**src/rtl/sram8k_pwr_arb_ctrl.sv**
```systemverilog
// Two-requester arbiter and power-mode sequencer for one 8K x 20 single-port SRAM macro.
// Build option: define SRAM_ARB_FIXED_PRIO_EN for fixed R0-over-R1 priority instead of round-robin.
module sram8k_pwr_arb_ctrl #(
    parameter int AW       = 13,
    parameter int DW       = 20,
    parameter int IDLE_CYC = 256,
    parameter int WAKE_TO  = 64
) (
    input  logic          clk,
    input  logic          rst,
    input  logic          r0_req,
    input  logic          r0_we,
    input  logic [AW-1:0] r0_a,
    input  logic [DW-1:0] r0_d,
    input  logic [DW-1:0] r0_bweb,
    output logic          r0_gnt,
    output logic          r0_rvalid,
    output logic [DW-1:0] r0_q,
    input  logic          r1_req,
    input  logic          r1_we,
    input  logic [AW-1:0] r1_a,
    input  logic [DW-1:0] r1_d,
    input  logic [DW-1:0] r1_bweb,
    output logic          r1_gnt,
    output logic          r1_rvalid,
    output logic [DW-1:0] r1_q,
    input  logic          pwr_sd_req,
    output logic [2:0]    pwr_state,
    output logic          wake_err,
    output logic          m_ceb,
    output logic          m_web,
    output logic [AW-1:0] m_a,
    output logic [DW-1:0] m_d,
    output logic [DW-1:0] m_bweb,
    output logic          m_sd,
    output logic          m_dslp,
    input  logic [DW-1:0] m_q,
    input  logic          m_pudelay_sd,
    input  logic          m_pudelay_dslp
);

    typedef enum logic [2:0] {
        ST_ACTIVE  = 3'd0,
        ST_DSLP    = 3'd1,
        ST_WAKE_DS = 3'd2,
        ST_SD      = 3'd3,
        ST_WAKE_SD = 3'd4
    } state_t;

    localparam int ICW = $clog2(IDLE_CYC + 1);
    localparam int WCW = $clog2(WAKE_TO + 1);

    state_t         state;
    state_t         state_next;
    logic [ICW-1:0] idle_cnt;
    logic [ICW-1:0] idle_next;
    logic [WCW-1:0] wake_cnt;
    logic [WCW-1:0] wake_next;
    logic           err_next;
    logic           p1_v, p1_rd, p1_own;
    logic           p2_v, p2_rd, p2_own;
    logic           any_req;
    logic           pipe_empty;
    logic           can_grant;
    logic           gnt_any;
    logic           sel_we;
    logic           wake_pd;

    assign any_req    = r0_req | r1_req;
    assign pipe_empty = ~p1_v & ~p2_v;
    assign can_grant  = (state == ST_ACTIVE) & ~pwr_sd_req;

`ifdef SRAM_ARB_FIXED_PRIO_EN
    assign r0_gnt = can_grant & r0_req;
    assign r1_gnt = can_grant & r1_req & ~r0_req;
`else
    // rr_r1 set means R1 wins the next tie, i.e. R0 was granted last.
    logic rr_r1;

    assign r0_gnt = can_grant & r0_req & ~(r1_req & rr_r1);
    assign r1_gnt = can_grant & r1_req & (~r0_req | rr_r1);

    always_ff @(posedge clk or posedge rst) begin
        if (rst) begin
            rr_r1 <= 1'b0;
        end else if (r0_gnt) begin
            rr_r1 <= 1'b1;
        end else if (r1_gnt) begin
            rr_r1 <= 1'b0;
        end
    end
`endif

    assign gnt_any = r0_gnt | r1_gnt;
    assign sel_we  = r1_gnt ? r1_we : r0_we;
    assign wake_pd = (state == ST_WAKE_DS) ? m_pudelay_dslp : m_pudelay_sd;

    // Shutdown request outranks traffic, which outranks idle sleep.
    always_comb begin
        state_next = state;
        idle_next  = '0;
        wake_next  = '0;
        err_next   = wake_err;
        case (state)
            ST_ACTIVE: begin
                idle_next = idle_cnt;
                if (pwr_sd_req) begin
                    idle_next = '0;
                    if (pipe_empty) begin
                        state_next = ST_SD;
                    end
                end else if (any_req) begin
                    idle_next = '0;
                end else if (pipe_empty) begin
                    if (idle_cnt == ICW'(IDLE_CYC - 1)) begin
                        state_next = ST_DSLP;
                        idle_next  = '0;
                    end else begin
                        idle_next = idle_cnt + ICW'(1);
                    end
                end
            end
            ST_DSLP: begin
                if (pwr_sd_req) begin
                    state_next = ST_SD;
                end else if (any_req) begin
                    state_next = ST_WAKE_DS;
                end
            end
            ST_WAKE_DS, ST_WAKE_SD: begin
                if (pwr_sd_req) begin
                    state_next = ST_SD;
                end else if (!wake_pd) begin
                    state_next = ST_ACTIVE;
                end else if (wake_cnt == WCW'(WAKE_TO - 1)) begin
                    state_next = ST_ACTIVE;
                    err_next   = 1'b1;
                end else begin
                    wake_next = wake_cnt + WCW'(1);
                end
            end
            ST_SD: begin
                if (!pwr_sd_req) begin
                    state_next = ST_WAKE_SD;
                end
            end
            default: state_next = ST_ACTIVE;
        endcase
    end

    always_ff @(posedge clk or posedge rst) begin
        if (rst) begin
            state    <= ST_ACTIVE;
            idle_cnt <= '0;
            wake_cnt <= '0;
            wake_err <= 1'b0;
        end else begin
            state    <= state_next;
            idle_cnt <= idle_next;
            wake_cnt <= wake_next;
            wake_err <= err_next;
        end
    end

    // Macro pins are registered; address and data hold between accesses.
    always_ff @(posedge clk or posedge rst) begin
        if (rst) begin
            m_ceb  <= 1'b1;
            m_web  <= 1'b1;
            m_bweb <= '1;
            m_a    <= '0;
            m_d    <= '0;
            m_sd   <= 1'b0;
            m_dslp <= 1'b0;
        end else begin
            m_sd   <= (state_next == ST_SD);
            m_dslp <= (state_next == ST_DSLP);
            if (gnt_any) begin
                m_ceb  <= 1'b0;
                m_web  <= ~sel_we;
                m_a    <= r1_gnt ? r1_a : r0_a;
                m_d    <= r1_gnt ? r1_d : r0_d;
                m_bweb <= r1_gnt ? r1_bweb : r0_bweb;
            end else begin
                m_ceb  <= 1'b1;
                m_web  <= 1'b1;
                m_bweb <= '1;
            end
        end
    end

    // Stage 1 is the macro sample cycle, stage 2 is when read data appears on m_q.
    always_ff @(posedge clk or posedge rst) begin
        if (rst) begin
            p1_v   <= 1'b0;
            p1_rd  <= 1'b0;
            p1_own <= 1'b0;
            p2_v   <= 1'b0;
            p2_rd  <= 1'b0;
            p2_own <= 1'b0;
        end else begin
            p1_v   <= gnt_any;
            p1_rd  <= ~sel_we;
            p1_own <= r1_gnt;
            p2_v   <= p1_v;
            p2_rd  <= p1_rd;
            p2_own <= p1_own;
        end
    end

    assign r0_rvalid = p2_v & p2_rd & ~p2_own;
    assign r1_rvalid = p2_v & p2_rd & p2_own;
    assign r0_q      = m_q;
    assign r1_q      = m_q;
    assign pwr_state = state;

endmodule

```
**config.mk**
```make
export PLATFORM = sky130hd
export DESIGN_NAME = sram8k_pwr_arb_ctrl
export DESIGN_NICKNAME = d
export VERILOG_FILES = /design/src/rtl/sram8k_pwr_arb_ctrl.sv
export SDC_FILE = /design/constraint.sdc
export NUM_CORES = 1
export LEC_CHECK = 0
export CORE_ASPECT_RATIO = 0.8
export CORE_MARGIN = 2
export CORE_UTILIZATION = 38
export CTS_BUF_LIST = sky130_fd_sc_hd__clkbuf_16
export CTS_CLUSTER_SIZE = 12
export DETAILED_ROUTE_END_ITERATION = 10
export PLACE_DENSITY = 0.81
export SLEW_MARGIN = 20
export SYNTH_ARGS = -nofsm -noshare
export SYNTH_HDL_FRONTEND = slang
export SYNTH_SLANG_ARGS = --single-unit
```
**constraint.sdc**
```tcl
create_clock -name clk -period 4.5 [get_ports clk]
set_clock_uncertainty 0.05 [all_clocks]
set_input_delay 0.675 -clock clk [delete_from_list [all_inputs] [get_ports clk]]
set_output_delay 0.675 -clock clk [all_outputs]
set_load 0.01 [all_outputs]
```
==> impl_metrics.env, run 1 <==
export IMPL_p_leak_nw=2.47
export IMPL_maxSlewViolCount=0
export IMPL_status="complete, no violations"
export IMPL_routed_wl_um=11100
export IMPL_ys_ff_latch=84
export IMPL_first_global_vias=3637
export IMPL_min_from="p1_rd$_DFF_PP0_"
export IMPL_switching_power_mw=0.948
export IMPL_peakVddDrop_uv=232
export IMPL_start_kind="input port"
export IMPL_die_h_um=96.8
export IMPL_nNetsFinal=714
export IMPL_grt_pass1_wl_um=18500
export IMPL_drcViolationCount=0
export IMPL_synth_cell_types=45
export IMPL_drt_first_pass_iters=4
export IMPL_syn_avg_cell_area_um2=9.13
export IMPL_clk_pin_slew_ps=60
export IMPL_hpwlAfterDp_um=8180
export IMPL_setup_ws_ps=1050
export IMPL_p_seq_share_pct=37.3
export IMPL_diodes=0
export IMPL_setup_violations=0
export IMPL_end_kind="output port"
export IMPL_coreArea_mm2=0.0104
export IMPL_synth_largest_area_cell="dfrtp_1"
export IMPL_yosysWarnings=0
export IMPL_start_util_pct=39.5
export IMPL_cap_viol_max_count=0
export IMPL_fin_area_mm2=0.00601
export IMPL_min_to="p2_rd$_DFF_PP0_"
export IMPL_grt_max_degree=90
export IMPL_gp_congestion=0.815
export IMPL_die_area_mm2=0.0116
export IMPL_netlist_instances=448
export IMPL_wire_per_inst_um=15.3
export IMPL_netlist_top_cells_area="dfrtp_1 38%, dfstp_2 14%, nand2_1 10%"
export IMPL_crit_fanout=8
export IMPL_clock_latency_ps=320
export IMPL_min_path_type="reg -> reg"
export IMPL_htree_levels=3
export IMPL_ys_top_cells_by_count="114 x nand2_1, 62 x dfrtp_1, 49 x nor2_1"
export IMPL_tightest_slew_ps=984
export IMPL_power_density_mw_per_mm2=502
export IMPL_seq_area_frac_synth_pct=52.1
export IMPL_drtIter0Drc=151
export IMPL_max_freq_mhz=290
export IMPL_rsz0062_at_grt="false"
export IMPL_dr_total_vias=3587
export IMPL_cts_resized=0
export IMPL_fp_dieW_um=120
export IMPL_fin_tns_setup_ps=0
export IMPL_pin_count=240
export IMPL_synth_edf_count=0
export IMPL_async_flop_share_pct=100
export IMPL_area_delta_synth_final_pct=46.9
export IMPL_r2r_start="pwr_state[2]$_DFF_PP0_"
export IMPL_place_area_mm2=0.00565
export IMPL_max_clock_path_buffers=2
export IMPL_netlist_area_leader_share_pct=37.9
export IMPL_clock_root_buffer="clkbuf_16"
export IMPL_ant_nets=0
export IMPL_antenna_found_initial=0
export IMPL_period_share_pct=76.7
export IMPL_cts_sinks=84
export IMPL_p_clk_share_pct=25.7
export IMPL_ctsHoldBuffers=0
export IMPL_r2r_end="m_d[14]$_DFFE_PP0N_"
export IMPL_synth_nets=585
export IMPL_p_sw_share_pct=31.5
export IMPL_port_buffers=179
export IMPL_drive_gt1_share_pct=9.11
export IMPL_combPwrFrac_pct=37.0
export IMPL_hold_depth=0
export IMPL_cts_tree="yes"
export IMPL_dp_slack_ps=1070
export IMPL_synth_most_common_cell="nand2_1"
export IMPL_gr_total_overflow=0
export IMPL_reg2reg_depth=5
export IMPL_hold_violations=0
export IMPL_synth_area_mm2=0.00409
export IMPL_path_class="in -> out"
export IMPL_p_int_mw=2.07
export IMPL_cp_required_ps=3770
export IMPL_via_per_inst=4.97
export IMPL_r2r_slack_ps=2240
export IMPL_fin_crit_ps=3450
export IMPL_synth_ff_type="dfrtp_1"
export IMPL_relSlewSlack_pct=34.1
export IMPL_postCtsSetupRepairBufs=0
export IMPL_cp_arrival_ps=2730
export IMPL_rows=33
export IMPL_cts_buffers=9
export IMPL_grtUsageTotal_pct=19.5
[flip-flops by register name (all words and copies together), names as in the netlist]
register   flops
m_web          1
p1_rd          1
m_d           20
m_ceb          1
m_dslp         1
wake_cnt       7
wake_err       1
p2_own         1
m_bweb        20
m_sd           1
pwr_state      3
p1_own         1
p2_rd          1
m_a           13
p2_v           1
p1_v           1
idle_cnt       9
rr_r1          1
[worst max-delay path: stages]
cell	delay, ps
clkdlybuf4s50_1	580
nor4_4	550
o211ai_1	220
inv_1	130
clkdlybuf4s50_1	580
[placed cells by master (no fill, tap or decap), types with 2 or more instances in the layout]
cell | synthesis | final
clkdlybuf4s50_1 | 0 | 179
nand2_1 | 114 | 114
dfrtp_1 | 62 | 62
nor2_1 | 49 | 49
a31oi_1 | 36 | 36
nand3_1 | 27 | 27
dfstp_2 | 22 | 22
clkbuf_16 | 0 | 9
inv_1 | 8 | 8
a21oi_1 | 6 | 6
nor3_1 | 4 | 4
o31ai_1 | 4 | 4
xnor2_1 | 4 | 4
nand3b_1 | 3 | 3
or2_2 | 3 | 3
o211ai_1 | 3 | 3
xor2_1 | 3 | 3
clkinv_2 | 0 | 3
buf_4 | 44 | 3
a211o_1 | 2 | 2
or3_1 | 2 | 2
o21ai_0 | 2 | 2
or4_1 | 2 | 2
and3_1 | 2 | 2
and2_1 | 2 | 2
nand4b_1 | 2 | 2
o21bai_1 | 2 | 2
ha_1 | 2 | 2
bufinv_16 | 0 | 2
buf_12 | 0 | 2
[cells by family after synthesis]
| group | Yosys count | synth area share [%] |
|---|---|---|
| AO/OA/AOI/OAI | 63 | 10.4 |
| XOR/XNOR | 7 | 1.50 |
| adder cells (fa/ha/maj) | 2 | 0.612 |
| buffers and inverters | 74 | 11.5 |
| flip-flops | 84 | 52.1 |
| multiplexers | 1 | 0.245 |
| AND/OR/NAND/NOR | 217 | 23.6 |
[layout make-up]
type / count / area, um2
clock buffers: 9 / 225
clock inverters: 7 / 90.1
fillers: 899 / 4360
inverters: 8 / 31.3
multi-input cells: 290 / 1500
flip-flops and latches: 84 / 2130
well taps: 140 / 175
repair buffers: 184 / 1850
[metal layers]
| metal | vias up | part of all wire [%] | wire [um] | GRT usage, % |
|---|---|---|---|---|
| li1 | 1712 | - | - | - |
| met1 | 1683 | 39 | 4310 | 22.8 |
| met2 | 163 | 51 | 5630 | 34.4 |
| met3 | 29 | 7.9 | 872 | 5.19 |
| met4 | 0 | 2.4 | 264 | 6.79 |
| met5 | - | 0 | 0 | 0 |
[per-stage QoR]
step | utilization [%] | total power, mW | cells | hold WS (ps)
global placement | 54.5 | 2.22 | 704 | 284
floorplan | - | 1.68 | 448 | 281
CTS | 57.6 | 3.05 | 720 | 301
finish | 58.0 | 3.01 | 722 | 301
global route | 58.0 | 3.20 | 722 | 313
detailed placement | 54.5 | 2.26 | 704 | 287
[worst max path at each step]
stage,from,endpoint,slack (ps)
detailed placement,pwr_sd_req,r1_gnt,1070
floorplan,rst,idle_cnt[0]$_DFFE_PP0P_,1650
finish,pwr_sd_req,r1_gnt,1050
global route,pwr_sd_req,r1_gnt,970
CTS,pwr_sd_req,r1_gnt,1070
global placement,pwr_sd_req,r1_gnt,1110
[power groups by stage]
| stage | clock network (mW) | logic (mW) | registers [mW] |
|---|---|---|---|
| final | 0.775 | 1.11 | 1.12 |
| after global routing | 0.821 | 1.22 | 1.16 |
| after detailed placement | 0 | 1.12 | 1.14 |
| after floorplan | 0 | 0.488 | 1.20 |
| after global placement | 0 | 1.09 | 1.12 |
| after CTS | 0.797 | 1.12 | 1.13 |
Note: power is estimated with default switching activity, not from simulation.
==> inputs of run 2 (changes only) <==
==> constraint.sdc (replaced) <==
create_clock -name clk -period 3.4 [get_ports clk]
set_clock_uncertainty 0.05 [all_clocks]
set_input_delay 0.51 -clock clk [delete_from_list [all_inputs] [get_ports clk]]
set_output_delay 0.51 -clock clk [all_outputs]
set_load 0.01 [all_outputs]
==> run 2 against run 1 <==
Compared with the run above: worst hold slack got worse by 2.2 ps; register-to-register slack got worse by 1000 ps; sequential power increased by 33%; core utilization decreased by 0.22 points; worst setup slack got worse by 660 ps; critical path depth decreased by 1; die area unchanged; non-clock buffer count unchanged; largest power group unchanged; highest routed layer unchanged.
==> impl_metrics.env, run 2 (synthesis gave the netlist of run 1 again) <==
export IMPL_status="complete, no violations"
export IMPL_wire_per_inst_um=15.4
export IMPL_met1_usage_pct=21.7
export IMPL_pin_count=240
export IMPL_fin_crit_ps=3020
export IMPL_first_global_vias=3475
export IMPL_cts_sinks=84
export IMPL_p_leak_nw=2.44
export IMPL_cap_viol_max_count=0
export IMPL_grt_pass1_wl_um=17800
export IMPL_worstPathCellList="clkdlybuf4s50_1 > or4_4 > nor3_1 > clkdlybuf4s50_1"
export IMPL_htree_levels=3
export IMPL_maxSlewViolCount=0
export IMPL_grt_max_degree=85
export IMPL_clk_pin_slew_ps=60
export IMPL_place_area_mm2=0.00569
export IMPL_nNetsFinal=714
export IMPL_fin_tns_setup_ps=0
export IMPL_grt_met2_usage_pct=34.3
export IMPL_start_kind="input port"
export IMPL_reg2reg_depth=5
export IMPL_antenna_found_initial=0
export IMPL_top_regs="m_bweb: 20 flops, m_d: 20 flops, m_a: 13 flops"
export IMPL_cp_arrival_ps=2460
export IMPL_drtIter0Drc=145
export IMPL_relSlewSlack_pct=47.0
export IMPL_path_class="in -> out"
export IMPL_setup_violations=0
export IMPL_area_delta_synth_final_pct=46.3
export IMPL_coreArea_mm2=0.0104
export IMPL_cts_buffers=9
export IMPL_port_buffers=179
export IMPL_grtUsageMet3_pct=6.01
export IMPL_min_path_type="reg -> reg"
export IMPL_power_density_mw_per_mm2=655
export IMPL_rsz0062_at_grt="false"
export IMPL_combPwrFrac_pct=37.6
export IMPL_peakVddDrop_uv=345
export IMPL_max_clock_path_buffers=2
export IMPL_p_sw_share_pct=32.2
export IMPL_max_freq_mhz=331
export IMPL_grtUsageTotal_pct=19.5
export IMPL_die_h_um=96.8
export IMPL_routed_wl_um=11100
export IMPL_grt_busiest_layer="met2"
export IMPL_start_util_pct=39.5
export IMPL_n_fill_cell=894
export IMPL_hold_depth=0
export IMPL_crit_top_cell="clkdlybuf4s50_1"
export IMPL_via_per_inst=4.88
export IMPL_period_share_pct=88.8
export IMPL_r2r_start="pwr_state[2]$_DFF_PP0_"
export IMPL_postCtsSetupRepairBufs=0
export IMPL_diodes=0
export IMPL_crit_fanout=8
export IMPL_fp_dieW_um=120
export IMPL_p_int_mw=2.66
export IMPL_min_from="p1_rd$_DFF_PP0_"
export IMPL_p_seq_share_pct=38.1
export IMPL_die_area_mm2=0.0116
export IMPL_end_kind="output port"
export IMPL_max_stage_delay_ps=670
export IMPL_rows=33
export IMPL_clock_latency_ps=340
export IMPL_cts_tree="yes"
export IMPL_dr_total_vias=3522
export IMPL_cts_resized=0
export IMPL_ctsHoldBuffers=0
export IMPL_cp_slowest_cell="or4_4"
export IMPL_ant_nets=0
export IMPL_drive_gt1_share_pct=8.93
export IMPL_drt_first_pass_iters=5
export IMPL_p_clk_share_pct=24.4
export IMPL_cp_required_ps=2840
export IMPL_drcViolationCount=0
export IMPL_hold_violations=0
export IMPL_r2r_end="m_a[10]$_DFFE_PP0N_"
export IMPL_layout_common_cells="179 x clkdlybuf4s50_1, 114 x nand2_1, 62 x dfrtp_1, 49 x nor2_1, 36 x a31oi_1"
export IMPL_switching_power_mw=1.26
export IMPL_clock_root_buffer="clkbuf_16"
export IMPL_layout_commonest_cell="clkdlybuf4s50_1"
export IMPL_r2r_slack_ps=1200
export IMPL_gr_total_overflow=0
export IMPL_tightest_slew_ps=791
export IMPL_hpwlAfterDp_um=8050
export IMPL_fin_area_mm2=0.00598
export IMPL_min_to="p2_rd$_DFF_PP0_"
export IMPL_gp_congestion=0.820
==> run 2: cell types whose count changed in the layout (fill, tap and decap cells not counted) <==
| cell | delta |
|---|---|
| clkinvlp_4 | +3 |
| clkinv_1 | +2 |
| clkinv_2 | -2 |
| bufinv_16 | -1 |
| inv_1 | -1 |
| inv_6 | -1 |
==> run 2: worst max-delay path by stage <==
stage	slack [ps]	from	to	cells past startpoint
3_5_place_dp	370	pwr_sd_req	r0_gnt	4
6_report	380	pwr_sd_req	r0_gnt	4
2_1_floorplan	710	rst	idle_cnt[0]$_DFFE_PP0P_	1
4_1_cts	370	pwr_sd_req	r0_gnt	4
5_1_grt	300	pwr_sd_req	r0_gnt	4
3_3_place_gp	380	pwr_sd_req	r0_gnt	4
==> run 2: area by class of cell <==
cell class / count / area [um2] / share of cell area (%)
Clock buffer: 9 / 225 / 3.76
Clock inverter: 7 / 67.6 / 1.13
Inverter: 8 / 31.3 / 0.523
Multi-Input combinational cell: 290 / 1500 / 25.1
Sequential cell: 84 / 2130 / 35.6
Tap cell: 140 / 175 / 2.93
Timing Repair Buffer: 184 / 1850 / 31.0
==> run 2: critical path: cells and delay by family <==
| family | cells | cell delay (ps) |
|---|---|---|
| buffers and inverters | 2 | 1130 |
| and+or+nand+nor | 2 | 820 |
==> run 2: per-layer routing <==
metal | share of wire, % | up-vias
met5 | 0 | -
met4 | 2.7 | 0
met3 | 7.9 | 30
met2 | 50 | 161
met1 | 39 | 1617
li1 | - | 1714
==> run 2: metrics by stage <==
step	utilization, %	cells	worst slack (ps)	hold slack, ps	total power, mW
after CTS	57.7	722	372	302	3.98
after detailed placement	54.9	706	371	287	3.01
after floorplan	-	448	711	281	2.23
after global routing	57.7	722	299	308	4.17
after global placement	54.9	706	376	282	2.95
final	57.7	722	382	298	3.92
==> run 2: power groups by stage <==
stage / sequential, mW / clock (mW) / combinational [mW]
6_report: 1.49 / 0.955 / 1.47
5_1_grt: 1.53 / 1.02 / 1.61
4_1_cts: 1.50 / 0.979 / 1.50
3_5_place_dp: 1.51 / 0 / 1.50
3_3_place_gp: 1.49 / 0 / 1.46
2_1_floorplan: 1.58 / 0 / 0.645
==> inputs of run 3 (changes only) <==
--- a/config.mk
+++ b/config.mk
@@ -6,9 +6,8 @@
 export NUM_CORES = 1
 export LEC_CHECK = 0
 export CORE_ASPECT_RATIO = 0.8
-export CORE_MARGIN = 2
 export CORE_UTILIZATION = 38
-export CTS_BUF_LIST = sky130_fd_sc_hd__clkbuf_16
+export CTS_BUF_LIST = sky130_fd_sc_hd__clkbuf_4 sky130_fd_sc_hd__clkbuf_8
 export CTS_CLUSTER_SIZE = 12
 export DETAILED_ROUTE_END_ITERATION = 10
 export PLACE_DENSITY = 0.81
==> run 3 against run 2 <==
Compared with the run above: non-clock buffer count is 2 higher; routed wire length fell by 2.0%; maximum frequency grew 6.4%; design area is 1.3% lower; core utilization is 0.77 points lower; sequential power about the same.
==> impl_metrics.env, run 3 (synthesis gave the netlist of run 1 again) <==
export IMPL_dr_total_vias=3574
export IMPL_gr_total_overflow=0
export IMPL_min_from="p1_rd$_DFF_PP0_"
export IMPL_worstPathCellList="clkdlybuf4s50_1 > or4_4 > nor3_1 > clkdlybuf4s50_1"
export IMPL_rsz0062_at_grt="false"
export IMPL_diodes=0
export IMPL_max_stage_delay_ps=620
export IMPL_relSlewSlack_pct=49.8
export IMPL_p_leak_nw=2.42
export IMPL_grtUsageTotal_pct=19.2
export IMPL_maxSlewViolCount=0
export IMPL_hold_violations=0
export IMPL_drcViolationCount=0
export IMPL_max_clock_path_buffers=2
export IMPL_end_kind="output port"
export IMPL_setup_violations=0
export IMPL_r2r_start="pwr_state[2]$_DFF_PP0_"
export IMPL_drtIter0Drc=167
export IMPL_clock_latency_ps=350
export IMPL_top_regs="m_bweb: 20 flops, m_d: 20 flops, m_a: 13 flops"
export IMPL_power_total_mw=3.71
export IMPL_grt_pass1_wl_um=16800
export IMPL_postCtsSetupRepairBufs=0
export IMPL_cp_required_ps=2840
export IMPL_via_per_inst=4.94
export IMPL_port_buffers=179
export IMPL_fin_crit_ps=2840
export IMPL_period_share_pct=83.4
export IMPL_gp_congestion=0.891
export IMPL_cts_sinks=84
export IMPL_min_path_type="reg -> reg"
export IMPL_crit_fanout=4
export IMPL_crit_family="buffers and inverters"
export IMPL_hpwlAfterDp_um=7940
export IMPL_peakVddDrop_uv=369
export IMPL_grt_max_degree=90
export IMPL_ctsHoldBuffers=0
export IMPL_fin_tns_setup_ps=0
export IMPL_start_kind="input port"
export IMPL_htree_levels=3
export IMPL_place_area_mm2=0.00569
export IMPL_fin_area_mm2=0.00590
export IMPL_n_fill_cell=897
export IMPL_layout_common_cells="179 x clkdlybuf4s50_1, 114 x nand2_1, 62 x dfrtp_1, 49 x nor2_1, 36 x a31oi_1"
export IMPL_cp_num_buf_inv=2
export IMPL_coreArea_mm2=0.0104
export IMPL_start_util_pct=39.5
export IMPL_cts_buffers=9
export IMPL_fp_dieW_um=118
export IMPL_routed_wl_um=10900
export IMPL_power_density_mw_per_mm2=628
export IMPL_crit_top_cell="clkdlybuf4s50_1"
export IMPL_cp_slowest_cell="or4_4"
export IMPL_area_delta_synth_final_pct=44.4
export IMPL_rows=33
export IMPL_antenna_found_initial=0
export IMPL_die_h_um=94.8
export IMPL_final_util_pct=57.0
export IMPL_layout_commonest_cell="clkdlybuf4s50_1"
export IMPL_die_area_mm2=0.0112
export IMPL_status="complete, no violations"
export IMPL_tightest_slew_ps=751
export IMPL_clk_pin_slew_ps=80
export IMPL_ant_nets=0
export IMPL_cts_tree="yes"
export IMPL_wire_per_inst_um=15.0
export IMPL_first_global_vias=3286
export IMPL_clock_root_buffer="clkbuf_8"
export IMPL_cap_viol_max_count=0
export IMPL_cp_arrival_ps=2280
export IMPL_drive_gt1_share_pct=9.59
export IMPL_drt_first_pass_iters=4
export IMPL_cts_resized=0
export IMPL_nNetsFinal=716
export IMPL_pin_count=240
export IMPL_max_freq_mhz=353
export IMPL_crit_start="pwr_sd_req"
export IMPL_path_class="in -> out"
run 3: changes by cell type in the layout (fill, tap and decap cells not counted):
cell,previous run,this run
buf_4,3,6
clkinv_1,2,0
buf_12,2,1
clkinv_4,0,3
clkbuf_8,0,10
inv_6,0,1
clkbuf_16,9,0
clkinvlp_4,4,1
run 3: path summary, 6_finish.rpt:
path	to	slack [ps]	cells after the start
min in group asynchronous	m_d[19]$_DFFE_PP0N_	520	2
worst min register to register	p2_rd$_DFF_PP0_	300	0
worst max-delay path	r0_gnt	560	4
max in group asynchronous	m_a[5]$_DFFE_PP0N_	1980	3
worst max register to register	m_d[9]$_DFFE_PP0N_	1340	5
worst min-delay path	p2_rd$_DFF_PP0_	300	0
run 3: area by class of cell:
| class | instances | area [um2] | area share (%) |
|---|---|---|---|
| clock inverter | 6 | 72.6 | 1.23 |
| multi-input combinational | 290 | 1500 | 25.4 |
| tap | 140 | 175 | 2.97 |
| sequential | 84 | 2130 | 36.1 |
| clock buffer | 10 | 138 | 2.33 |
| inverter | 8 | 31.3 | 0.530 |
| timing repair buffer | 186 | 1860 | 31.4 |
run 3: per-layer routing:
| metal | part of all wire, % | vias up | GRT usage, % |
|---|---|---|---|
| li1 | - | 1714 | - |
| met1 | 41 | 1686 | 23.2 |
| met2 | 51 | 157 | 32.9 |
| met3 | 6.8 | 17 | 5.43 |
| met4 | 1.8 | 0 | 6.84 |
| met5 | 0 | - | 0 |
run 3: power by group:
part	internal (mW)	switching (mW)	total, mW
Combinational	0.794	0.690	1.48
Sequential	1.30	0.187	1.49
Clock	0.366	0.370	0.736
Total	2.46	1.25	3.71
run 3: metrics by stage:
step                      hold WS, ps  worst slack [ps]  cells
after global routing              311               428    724
after CTS                         304               550    724
final                             302               563    724
after global placement            283               554    708
after floorplan                   281               711    448
after detailed placement          285               557    708
